<file path="config.mk">
export PLATFORM = sky130hd
export DESIGN_NAME = btn_conditioner_flat
export DESIGN_NICKNAME = d
export VERILOG_FILES = /design/src/rtl/btn_if.sv /design/src/rtl/btn_conditioner.sv /design/src/flat_wrapper.sv
export SDC_FILE = /design/constraint.sdc
export NUM_CORES = 1
export LEC_CHECK = 0
export ABC_AREA = 1
export CAP_MARGIN = 20
export CORE_MARGIN = 1
export CORE_UTILIZATION = 30
export CTS_CLUSTER_SIZE = 24
export DETAILED_ROUTE_END_ITERATION = 6
export PLACE_DENSITY = 0.53
export SLEW_MARGIN = 15
export SYNTH_ARGS = -nofsm -noshare
export SYNTH_HDL_FRONTEND = slang
export SYNTH_SLANG_ARGS = --single-unit
export TNS_END_PERCENT = 20
</file>
<file path="constraint.sdc">
create_clock -name clk -period 1.1 [get_ports clk]
set_input_delay 0.11 -clock clk [delete_from_list [all_inputs] [get_ports clk]]
set_output_delay 0.11 -clock clk [all_outputs]
set_load 0.02 [all_outputs]
</file>
<file path="src/rtl/btn_if.sv">
// Pushbutton bundle between the board-pin side and the game core.
// The slave modport is the conditioner; the master modport is whoever drives the pins.
interface btn_if #(
  parameter int N_BTN = 4
) ();
  localparam int IDX_W = (N_BTN > 1) ? $clog2(N_BTN) : 1;

  logic [N_BTN-1:0] btn_raw;
  logic [N_BTN-1:0] btn_level;
  logic [N_BTN-1:0] btn_press;
  logic [N_BTN-1:0] btn_release;
  logic             any_press;
  logic [IDX_W-1:0] last_idx;

  modport master (
    output btn_raw,
    input  btn_level, btn_press, btn_release, any_press, last_idx
  );

  modport slave (
    input  btn_raw,
    output btn_level, btn_press, btn_release, any_press, last_idx
  );
endinterface

</file>
<file path="src/rtl/btn_conditioner.sv">
// N-channel pushbutton conditioner: synchroniser, debouncer, press/release pulses, last-pressed index.
// Define BTN_REPEAT_EN to add per-channel auto-repeat press pulses while a button is held.
module btn_conditioner #(
  parameter int N_BTN           = 4,
  parameter int SYNC_STAGES     = 2,
  parameter int DEBOUNCE_CYCLES = 250000,
  parameter int ACTIVE_LOW      = 0,
  parameter int REPEAT_DELAY    = 12500000,
  parameter int REPEAT_PERIOD   = 2500000
) (
  input logic  clk,
  input logic  rst,
  btn_if.slave bus
);
  localparam int IDX_W = (N_BTN > 1) ? $clog2(N_BTN) : 1;
  localparam int DB_W  = $clog2(DEBOUNCE_CYCLES);
  localparam logic [DB_W-1:0] DB_TERM = DB_W'(DEBOUNCE_CYCLES - 1);

  logic [N_BTN-1:0] norm;
  logic [N_BTN-1:0] sync_q [SYNC_STAGES];
  logic [N_BTN-1:0] s;
  logic [N_BTN-1:0] stable;
  logic [N_BTN-1:0] press_pend;
  logic [N_BTN-1:0] rel_pend;
  logic [DB_W-1:0]  db_cnt [N_BTN];
  logic [N_BTN-1:0] press_d;
  logic [IDX_W-1:0] idx_d;
  logic [N_BTN-1:0] level_q;
  logic [N_BTN-1:0] press_q;
  logic [N_BTN-1:0] rel_q;
  logic [IDX_W-1:0] idx_q;

  assign norm = (ACTIVE_LOW != 0) ? ~bus.btn_raw : bus.btn_raw;
  assign s    = sync_q[SYNC_STAGES-1];

  always_ff @(posedge clk or negedge rst) begin
    if (!rst) begin
      for (int k = 0; k < SYNC_STAGES; k++) sync_q[k] <= '0;
    end else begin
      sync_q[0] <= norm;
      for (int k = 1; k < SYNC_STAGES; k++) sync_q[k] <= sync_q[k-1];
    end
  end

  // Any bounce back to the stable value throws away the partial count.
  always_ff @(posedge clk or negedge rst) begin
    if (!rst) begin
      stable     <= '0;
      press_pend <= '0;
      rel_pend   <= '0;
      for (int i = 0; i < N_BTN; i++) db_cnt[i] <= '0;
    end else begin
      for (int i = 0; i < N_BTN; i++) begin
        press_pend[i] <= 1'b0;
        rel_pend[i]   <= 1'b0;
        if (s[i] == stable[i]) begin
          db_cnt[i] <= '0;
        end else if (db_cnt[i] == DB_TERM) begin
          stable[i]     <= s[i];
          db_cnt[i]     <= '0;
          press_pend[i] <= s[i];
          rel_pend[i]   <= ~s[i];
        end else begin
          db_cnt[i] <= db_cnt[i] + DB_W'(1);
        end
      end
    end
  end

`ifdef BTN_REPEAT_EN
  localparam int REP_MAX = (REPEAT_DELAY > REPEAT_PERIOD) ? REPEAT_DELAY : REPEAT_PERIOD;
  localparam int REP_W   = (REP_MAX > 1) ? $clog2(REP_MAX) : 1;
  localparam logic [REP_W-1:0] DELAY_TERM  = REP_W'(REPEAT_DELAY - 1);
  localparam logic [REP_W-1:0] PERIOD_TERM = REP_W'(REPEAT_PERIOD - 1);

  typedef enum logic [1:0] {REP_IDLE, REP_DELAY, REP_PERIOD} rep_state_t;

  rep_state_t       rep_state   [N_BTN];
  rep_state_t       rep_state_d [N_BTN];
  logic [REP_W-1:0] rep_cnt     [N_BTN];
  logic [REP_W-1:0] rep_cnt_d   [N_BTN];
  logic [N_BTN-1:0] rep_fire;

  always_ff @(posedge clk or negedge rst) begin
    if (!rst) begin
      for (int i = 0; i < N_BTN; i++) begin
        rep_state[i] <= REP_IDLE;
        rep_cnt[i]   <= '0;
      end
    end else begin
      for (int i = 0; i < N_BTN; i++) begin
        rep_state[i] <= rep_state_d[i];
        rep_cnt[i]   <= rep_cnt_d[i];
      end
    end
  end

  // The counter runs aligned with the output stage; a release arriving on a repeat slot wins.
  always_comb begin
    for (int i = 0; i < N_BTN; i++) begin
      rep_state_d[i] = rep_state[i];
      rep_cnt_d[i]   = rep_cnt[i];
      rep_fire[i]    = 1'b0;
      case (rep_state[i])
        REP_IDLE: begin
          if (press_pend[i]) begin
            rep_state_d[i] = REP_DELAY;
            rep_cnt_d[i]   = '0;
          end
        end
        REP_DELAY, REP_PERIOD: begin
          if (rel_pend[i]) begin
            rep_state_d[i] = REP_IDLE;
            rep_cnt_d[i]   = '0;
          end else if (rep_cnt[i] == ((rep_state[i] == REP_DELAY) ? DELAY_TERM : PERIOD_TERM)) begin
            rep_fire[i]    = 1'b1;
            rep_state_d[i] = REP_PERIOD;
            rep_cnt_d[i]   = '0;
          end else begin
            rep_cnt_d[i] = rep_cnt[i] + REP_W'(1);
          end
        end
        default: begin
          rep_state_d[i] = REP_IDLE;
          rep_cnt_d[i]   = '0;
        end
      endcase
    end
  end

  assign press_d = press_pend | rep_fire;
`else
  assign press_d = press_pend;
`endif

  // Scan downward so the lowest pulsing channel is the one that sticks.
  always_comb begin
    idx_d = idx_q;
    for (int i = N_BTN - 1; i >= 0; i--) begin
      if (press_d[i]) idx_d = IDX_W'(i);
    end
  end

  always_ff @(posedge clk or negedge rst) begin
    if (!rst) begin
      level_q <= '0;
      press_q <= '0;
      rel_q   <= '0;
      idx_q   <= '0;
    end else begin
      level_q <= stable;
      press_q <= press_d;
      rel_q   <= rel_pend;
      idx_q   <= idx_d;
    end
  end

  assign bus.btn_level   = level_q;
  assign bus.btn_press   = press_q;
  assign bus.btn_release = rel_q;
  assign bus.any_press   = |press_q;
  assign bus.last_idx    = idx_q;
endmodule

</file>
<file path="src/flat_wrapper.sv">
// flat-port wrapper written by rule: the top's interface ports become plain ports
module btn_conditioner_flat 
#(
  parameter int N_BTN           = 4,
  parameter int SYNC_STAGES     = 2,
  parameter int DEBOUNCE_CYCLES = 250000,
  parameter int ACTIVE_LOW      = 0,
  parameter int REPEAT_DELAY    = 12500000,
  parameter int REPEAT_PERIOD   = 2500000
)
  (clk, rst, bus_btn_raw, bus_btn_level, bus_btn_press, bus_btn_release, bus_any_press, bus_last_idx);
  btn_if #(.N_BTN(N_BTN)) bus_i ();
  input logic clk;
  input logic rst;
  input wire logic [$bits(bus_i.btn_raw)-1:0] bus_btn_raw;
  output wire logic [$bits(bus_i.btn_level)-1:0] bus_btn_level;
  output wire logic [$bits(bus_i.btn_press)-1:0] bus_btn_press;
  output wire logic [$bits(bus_i.btn_release)-1:0] bus_btn_release;
  output wire logic [$bits(bus_i.any_press)-1:0] bus_any_press;
  output wire logic [$bits(bus_i.last_idx)-1:0] bus_last_idx;
  assign bus_i.btn_raw = bus_btn_raw;
  assign bus_btn_level = bus_i.btn_level;
  assign bus_btn_press = bus_i.btn_press;
  assign bus_btn_release = bus_i.btn_release;
  assign bus_any_press = bus_i.any_press;
  assign bus_last_idx = bus_i.last_idx;
  btn_conditioner #(.N_BTN(N_BTN), .SYNC_STAGES(SYNC_STAGES), .DEBOUNCE_CYCLES(DEBOUNCE_CYCLES), .ACTIVE_LOW(ACTIVE_LOW), .REPEAT_DELAY(REPEAT_DELAY), .REPEAT_PERIOD(REPEAT_PERIOD)) u_core (.clk(clk), .rst(rst), .bus(bus_i));
endmodule
</file>
# Yosys cells after proc, flatten, opt, wreduce, memory -nomap -nowiden
# Index checks and enable logic that the tools add are counted.
# classes
addsub	4
eq_ne	8
muxes	28
bitwise_logic	8
reduce_logical	6
# op_table
cell	count
$mux 18	8
$add 18x1->18 const B	4
$eq 18x18->1 const B	4
$mux 1	16
$mux 2	4
$not 1->1	8
$reduce_and 2->1	4
$eq 1x1->1	4
$reduce_bool 4->1	1
$reduce_or 4->1	1
# word_totals
ff_bits	106
out_inout_bits	15
elab_cells	70

# Logic depth before layout (Yosys ltp)
# Gate-level depths: netlist of run 1.
# logic_depth
depth_word	4
ltp_mapped	9

# Least setup slack after synthesis of run 1
# OpenSTA, ideal clock, no wires.
# synth_path
path_type	reg2reg
from	register u_core.db_cnt[36] in the netlist's numbering
to	register u_core.db_cnt[50] in the netlist's numbering
arrival_time_ns	1.150
required_ns	0.983
path_slack_ns	-0.166
path_stages_with_launch	9
path_buffers	0
period_less_slack_ns	1.266
path_cell_list	dfrtp_1 -> ha_1 -> nand2_1 -> nor2_4 -> nand2_2 -> nor2_2 -> nand2_1 -> nor2_1 -> nor2_1
# synth_between
elab_chain_cells	3
# synth_lines
item	line	text
from (decl)	btn_conditioner.sv:25	logic [DB_W-1:0] db_cnt [N_BTN];
from (signal, indexed assignment)	btn_conditioner.sv:64	db_cnt[i] <= db_cnt[i] + DB_W'(1);
$add 18x1->18 or $eq 18x18->1 (tied branches)	btn_conditioner.sv:64, btn_conditioner.sv:58	
$mux 18 *	btn_conditioner.sv:58	end else if (db_cnt[i] == DB_TERM) begin
$mux 18 *	btn_conditioner.sv:56	if (s[i] == stable[i]) begin
# Every way passes the cells marked *; elsewhere a longest branch is shown, timed or not.
# A chain may end at the register's enable or synchronous reset.

# Final worst setup path of run 1
# layout_path
from	register u_core.press_q[2], in the netlist u_core.bus.btn_press[2]
to	output port bus_any_press
# layout_between
elab_chain_cells	1
# layout_lines
item	line	text
from (decl)	btn_conditioner.sv:29	logic [N_BTN-1:0] press_q;
from (signal assigned)	btn_conditioner.sv:152	press_q <= press_d;
$reduce_or 4->1	btn_conditioner.sv:161	assign bus.any_press = |press_q;
to (decl)	flat_wrapper.sv:19	output wire logic [$bits(bus_i.any_press)-1:0] bus_any_press;
# No other way between the ends.

==> reports/qor.csv, run 1 <==
metric,value,unit
status,finished with violations,
failed_checks,negative setup slack,
fmax,0.656,GHz
switching_power,1.82,mW
nets,790,
layout_setup_ws,-425,ps
largest_register,u_core.db_cnt,
fin_skew,16.0,ps
viasPerCell,4.44,
p_int,5.75,mW
wl_met2,6.01,mm
p_sw_share,24.1,%
drt_first_iter_violations,264,
syn2layout_area_growth,43.6,%
hold_viol,0,
synth_top_family_by_area,simple AND/OR/NAND/NOR gates,
met1_length,5.52,mm
synth_compound_area_share,2.97,%
cts.sink_count,106,
cp.required,990,ps
yosys.area.top_type,dfrtp_1,
rsz0062_at_grt,true,
grt_start_max_net_pins,54,
synth_top_area_share,51.7,%
leakage,3.29,nW
holdCritPathClass,input pin to async pin,
largest_register_ffs,72,
synth_cell_types,26,
r2r-start,u_core.db_cnt[37]$_DFF_PN0_,
ys_warn_count,0,
synthMuxAreaShare,0,%
fp.dieH,133,um
dr_wl_met3,281,um
numCtsBuffers,9,
max-slew-margin-rel,69.4,%
drive_above_1_share,36.3,%
avgSynthCellArea,8.42,um2
cp_cell_sequence,"or4_4, buf_6",
crit_path_max_fanout,2,
htreeDepth,3,
ios,21,
synth_commonest_cells,"nor2_1, nand2_1, dfrtp_1",
r2r_slack,-350,ps
synth_nets,620,
yosysMostFrequentCell,nor2_1,
overflow,0,
maxCapViolCount,0,
root_buffer,clkbuf_16,
arrival,1420,ps
drc,0,
cp-start-kind,flip-flop,
die-area,17600,um2
tightest_slew,459,ps
synthFlopType,dfrtp_1,
globalplace.congestion,0.888,
final_antenna_net_count,0,
setup_tns,-17890,ps
grt_antenna_before_repair,0,
synth_simple_gate_area_share,34.8,%
gr-usage-all-layers,14.1,%
initial_utilization,30.8,%
preCtsSetupSlack,-450,ps
setup_violations,83,
r2r_end,u_core.db_cnt[46]$_DFF_PN0_,
reg2reg_depth,7,
slowest_delay,540,ps
crit_start,u_core.bus.btn_press[2]$_DFF_PN0_,
synthArstFlopShare,100,%
synthAdderAreaFrac,0.975,%
stdcell_count,1005,
dr.pass1.iters,5,
finalCritPeriodShare,139,%
dp.cells,968,
clock_path_buffers,2,
n_antenna_cell,0,
grt_first_pass_wirelength,20.1,mm
p_per_area,1030,nW/um2
slowest_stage,or4_4,
clkPwrFrac,41.7,%
highest_layer,met4,
clk_transition_reported_paths,80,ps
comb_power_share,5.6,%
wl,12.0,mm
period_minus_slack,1530,ps
slew_viol_final,0,
ir_worst_vdd,727,uV
vias,4461,
worst_setup_path_end_kind,output port,
core_area,16600,um2
p_seq_share,52.7,%
synth_area_leaders,"dfrtp_1, nor2_1, nand2_1",
dp.final_hpwl,8.28,mm
synth_xor_area_share,5.29,%
synth_cells,610,
synth-seq-cells,106,
die_x,133,um
ys_seq_area_share,51.7,%
cts_tree,built,
num_rows,47,
portBuffers,20,
worstSkewPairLatency,360,ps
path_class,flip-flop to output port,
syn_area,5130,um2
grt_pass1_vias,4470,
wl_per_cell,11.9,um
synth_edf_count,0,
[final cells by class]
| type | instances | area [um2] |
|---|---|---|
| Clock buffer | 10 | 239 |
| Clock inverter | 6 | 47.5 |
| Fill cell | 1585 | 9270 |
| Inverter | 56 | 210 |
| Multi-Input combinational cell | 452 | 2710 |
| Sequential cell | 106 | 2650 |
| Tap cell | 220 | 275 |
| Timing Repair Buffer | 155 | 1230 |
[metal layers]
| layer | track usage [%] | up-vias |
|---|---|---|
| met4 | 5.56 | 0 |
| met2 | 23.9 | 58 |
| li1 | - | 2257 |
| met5 | 0 | - |
| met3 | 2.38 | 11 |
| met1 | 17.8 | 2135 |
[cells by family after synthesis]
group	count (synthesis)
simple gates	384
flops	106
buf+inv	57
xor+xnor	31
compound gates	28
fa+ha+maj	4
[placed cells by master, fill, tap and decap left out, types with 2 or more instances in the layout]
cell,Yosys,layout
buf_4,0,128
inv_1,54,54
nand3_4,0,6
buf_2,0,8
nand2_4,4,11
o21bai_1,5,5
inv_6,0,3
nor3_1,13,5
clkdlybuf4s50_1,0,4
nor3b_2,0,2
xor2_1,18,17
nand2_2,12,18
nor3_2,0,8
nor2_2,18,33
buf_12,0,3
nand4_1,5,5
o21ai_0,5,4
clkdlybuf4s15_2,0,5
o21ai_1,3,4
ha_4,0,3
clkbuf_16,0,9
nand3_2,4,4
nand3_1,44,40
buf_6,1,5
nor3b_1,4,2
nand2_1,110,97
nor2_1,154,126
nand2_8,0,3
inv_2,2,2
a21oi_1,15,14
dfrtp_1,106,106
nor2_4,12,25
xnor2_1,13,13
[stage by stage]
step                utilization, %  area (um2)  hold slack, ps  power, mW
global route                  44.3        7370            87.3       7.86
floorplan                        -        5150            -186       4.17
detailed placement            39.2        6530           -79.5       4.40
CTS                           42.5        7080            74.3       7.61
global placement              39.2        6530           -78.8       4.39
finish                        44.3        7370            73.8       7.57
[worst max-delay path by stage]
stage / endpoint / cells past startpoint
global placement: bus_any_press / 2
floorplan: u_core.db_cnt[12]$_DFF_PN0_ / 6
detailed placement: bus_any_press / 2
global route: bus_any_press / 2
finish: bus_any_press / 2
CTS: bus_any_press / 2
[what timing repair did]
action                                  in CTS  in global routing
pin swaps                                   17                 36
resized for setup                           92                 57
hold buffers                                 1                  0
cloned                                       3                  2
endpoints found under the setup margin      95                 90
hold endpoints to repair                   106                  0
buffers inserted                             5                 10
[critical path: cells and delay by family, from the launching register on]
family                 cells  cell delay [ps]
and+or+nand+nor            1              540
DFF                        1              380
buffers and inverters      1              150
[power groups by stage]
stage | Combinational, mW | Clock (mW) | Sequential [mW]
2_1_floorplan | 0.115 | 0 | 4.05
3_3_place_gp | 0.336 | 0 | 4.05
3_5_place_dp | 0.347 | 0 | 4.05
4_1_cts | 0.377 | 3.26 | 3.98
5_1_grt | 0.478 | 3.39 | 4.00
6_report | 0.420 | 3.16 | 3.99
Power figures use the tool's default switching activity.
==> run 2: changes to the inputs <==
Settings changed: CTS_CLUSTER_SIZE 24 to 30.
==> results of run 2 <==
Final layout, timing and power as in run 1 (identical DEF).
==> run 3: changes to the inputs <==
Settings changed: SETUP_SLACK_MARGIN set to 0.2.
==> run 3 against run 2 <==
  * The flow still finishes with violations (negative setup slack)
  * Utilization increased by 1.3 points
  * Total power increased by 3.7%
  * Clock-buffer cell count increased by 1
  * Clock power increased by 10%
  * Critical endpoint unchanged
  * Wire length decreased by 0.54%
  * Flip-flop and latch count unchanged
  * Sequential share of layout area decreased by 0.96 points
  * Hold slack improved by 130 ps
  * Register-to-register slack got worse by 20 ps
  * Sequential power about the same
==> reports/qor.csv, run 3 (same netlist as run 1, synthesis figures left out) <==
metric,value,unit,change
whs_path_depth,1,,
max-slew-margin-rel,71.8,%,+2.4 points
layout_setup_ws,-403,ps,+22.1 ps
num_rows,47,,unchanged
dp.final_hpwl,8.17,mm,-1.4%
clock_path_buffers,2,,unchanged
gr-usage-all-layers,14.5,%,+0.43 points
maxCapViolCount,0,,unchanged
drt_first_iter_violations,244,,-7.6%
vias,4493,,+0.72%
initial_utilization,30.8,%,unchanged
p_per_area,1040,nW/um2,+0.79%
worst_setup_path_end_kind,output port,,
grt_first_pass_wirelength,20.5,mm,+2.4%
finalCritPeriodShare,137,%,-2.0 points
rsz0062_at_grt,true,,
globalplace.congestion,0.861,,-3.0%
n_antenna_cell,0,,unchanged
fp.dieH,133,um,unchanged
mostFrequentLayoutCells,"buf_4, nor2_1, dfrtp_1",,
root_buffer,clkbuf_16,,
setup_tns,-17620,ps,+268 ps
cts_tree,built,,
final_antenna_net_count,0,,unchanged
slew_viol_final,0,,unchanged
fmax,0.665,GHz,+1.5%
arrival,1390,ps,-30 ps
htreeDepth,3,,unchanged
grt_start_max_net_pins,79,,+46%
clk_transition_reported_paths,70,ps,about the same
core_area,16600,um2,unchanged
viasPerCell,4.43,,-0.27%
failed_checks,negative setup slack,,
holdCritPathClass,input pin to flip-flop,,
path_class,flip-flop to output port,,
ios,21,,unchanged
finalPower,7.85,mW,+3.7%
ir_worst_vdd,836,uV,+15%
fin_skew,4.98,ps,-11.0 ps
wl_per_cell,11.7,um,-1.5%
hold_viol,0,,unchanged
largest_register_ffs,72,,unchanged
numCtsBuffers,9,,unchanged
drive_above_1_share,38.5,%,+2.2 points
stdcell_count,1015,,+1.0%
cp.required,990,ps,about the same
placed_area,6620,um2,+1.4%
leakage,3.42,nW,+4.0%
dr.pass1.iters,4,,-1
cts.sink_count,106,,unchanged
overflow,0,,unchanged
crit_path_max_fanout,2,,unchanged
die-area,17600,um2,unchanged
worstSkewPairLatency,350,ps,about the same
grt_pass1_vias,4593,,+2.8%
final_area,7580,um2,+2.9%
final_common_cell,buf_4,,
syn2layout_area_growth,47.7,%,
largest_register,u_core.db_cnt,,
tightest_slew,423,ps,-36.1 ps
status,finished with violations,,
final_util,45.6,%,+1.3 points
nets,800,,+1.3%
finalHoldWorstSlack,201,ps,+128 ps
grt_antenna_before_repair,0,,unchanged
dp.cells,980,,+1.2%
setup_violations,81,,-2.4%
portBuffers,20,,unchanged
reg2reg_depth,8,,+1
preCtsSetupSlack,-434,ps,+16.5 ps
die_x,133,um,unchanged
period_minus_slack,1500,ps,-22.1 ps
drc,0,,unchanged
cp-start-kind,flip-flop,,
wl,11.9,mm,-0.54%
## run 3: changes by cell type in the layout (fill, tap and decap cells not counted), sizes merged
cell	previous run	this run
buf	144	162
clkdlybuf4s15	5	0
inv	59	56
bufinv	0	2
nand2	129	127
clkbuf	10	11
nand3	50	49
## run 3: worst paths after layout
kind | start | to | slack [ps]
min in group asynchronous | rst | u_core.db_cnt[9]$_DFF_PN0_ | 320
max in group asynchronous | rst | u_core.db_cnt[42]$_DFF_PN0_ | 430
setup reg to reg | u_core.db_cnt[0]$_DFF_PN0_ | u_core.db_cnt[14]$_DFF_PN0_ | -370
hold / removal | bus_btn_raw[3] | u_core.sync_q[7]$_DFF_PN0_ | 200
hold reg to reg | u_core.sync_q[4]$_DFF_PN0_ | u_core.s[0]$_DFF_PN0_ | 350
setup / recovery | u_core.bus.btn_press[2]$_DFF_PN0_ | bus_any_press | -400
## run 3: per-layer routing
metal | GRT usage (%) | part of all wire [%] | vias to the layer above
met4 | 4.53 | 1.5 | 0
li1 | - | - | 2273
met5 | 0 | 0 | -
met1 | 17.2 | 44 | 2141
met2 | 25.5 | 51 | 63
met3 | 3.72 | 3.0 | 16
## run 3: layout make-up
type	count	area, um2
fillers	1580	9060
flip-flops and latches	106	2660
clock inverters	5	77.6
repair buffers	168	1390
clock buffers	11	243
inverters	56	210
multi-input cells	449	2730
well taps	220	275
## run 3: report_power, final
part | leakage, nW | switching [mW] | internal [mW]
registers | 1.45 | 0.0405 | 3.95
logic | 1.82 | 0.232 | 0.154
clock network | 0.156 | 1.43 | 2.05
## run 3: timing repair
item / 4_1_cts / 5_1_grt
hold endpoints to repair: 106 / 0
setup buffers: 4 / 12
setup endpoints to repair: 99 / 99
hold buffers: 1 / 0
cloned: 2 / 0
gates resized for setup: 135 / 69
pin swaps: 18 / 33
## run 3: worst max-delay path, cell delays in order (launching register included)
cell and delay (ps):
dfrtp_1 370, or4_4 530, buf_6 140
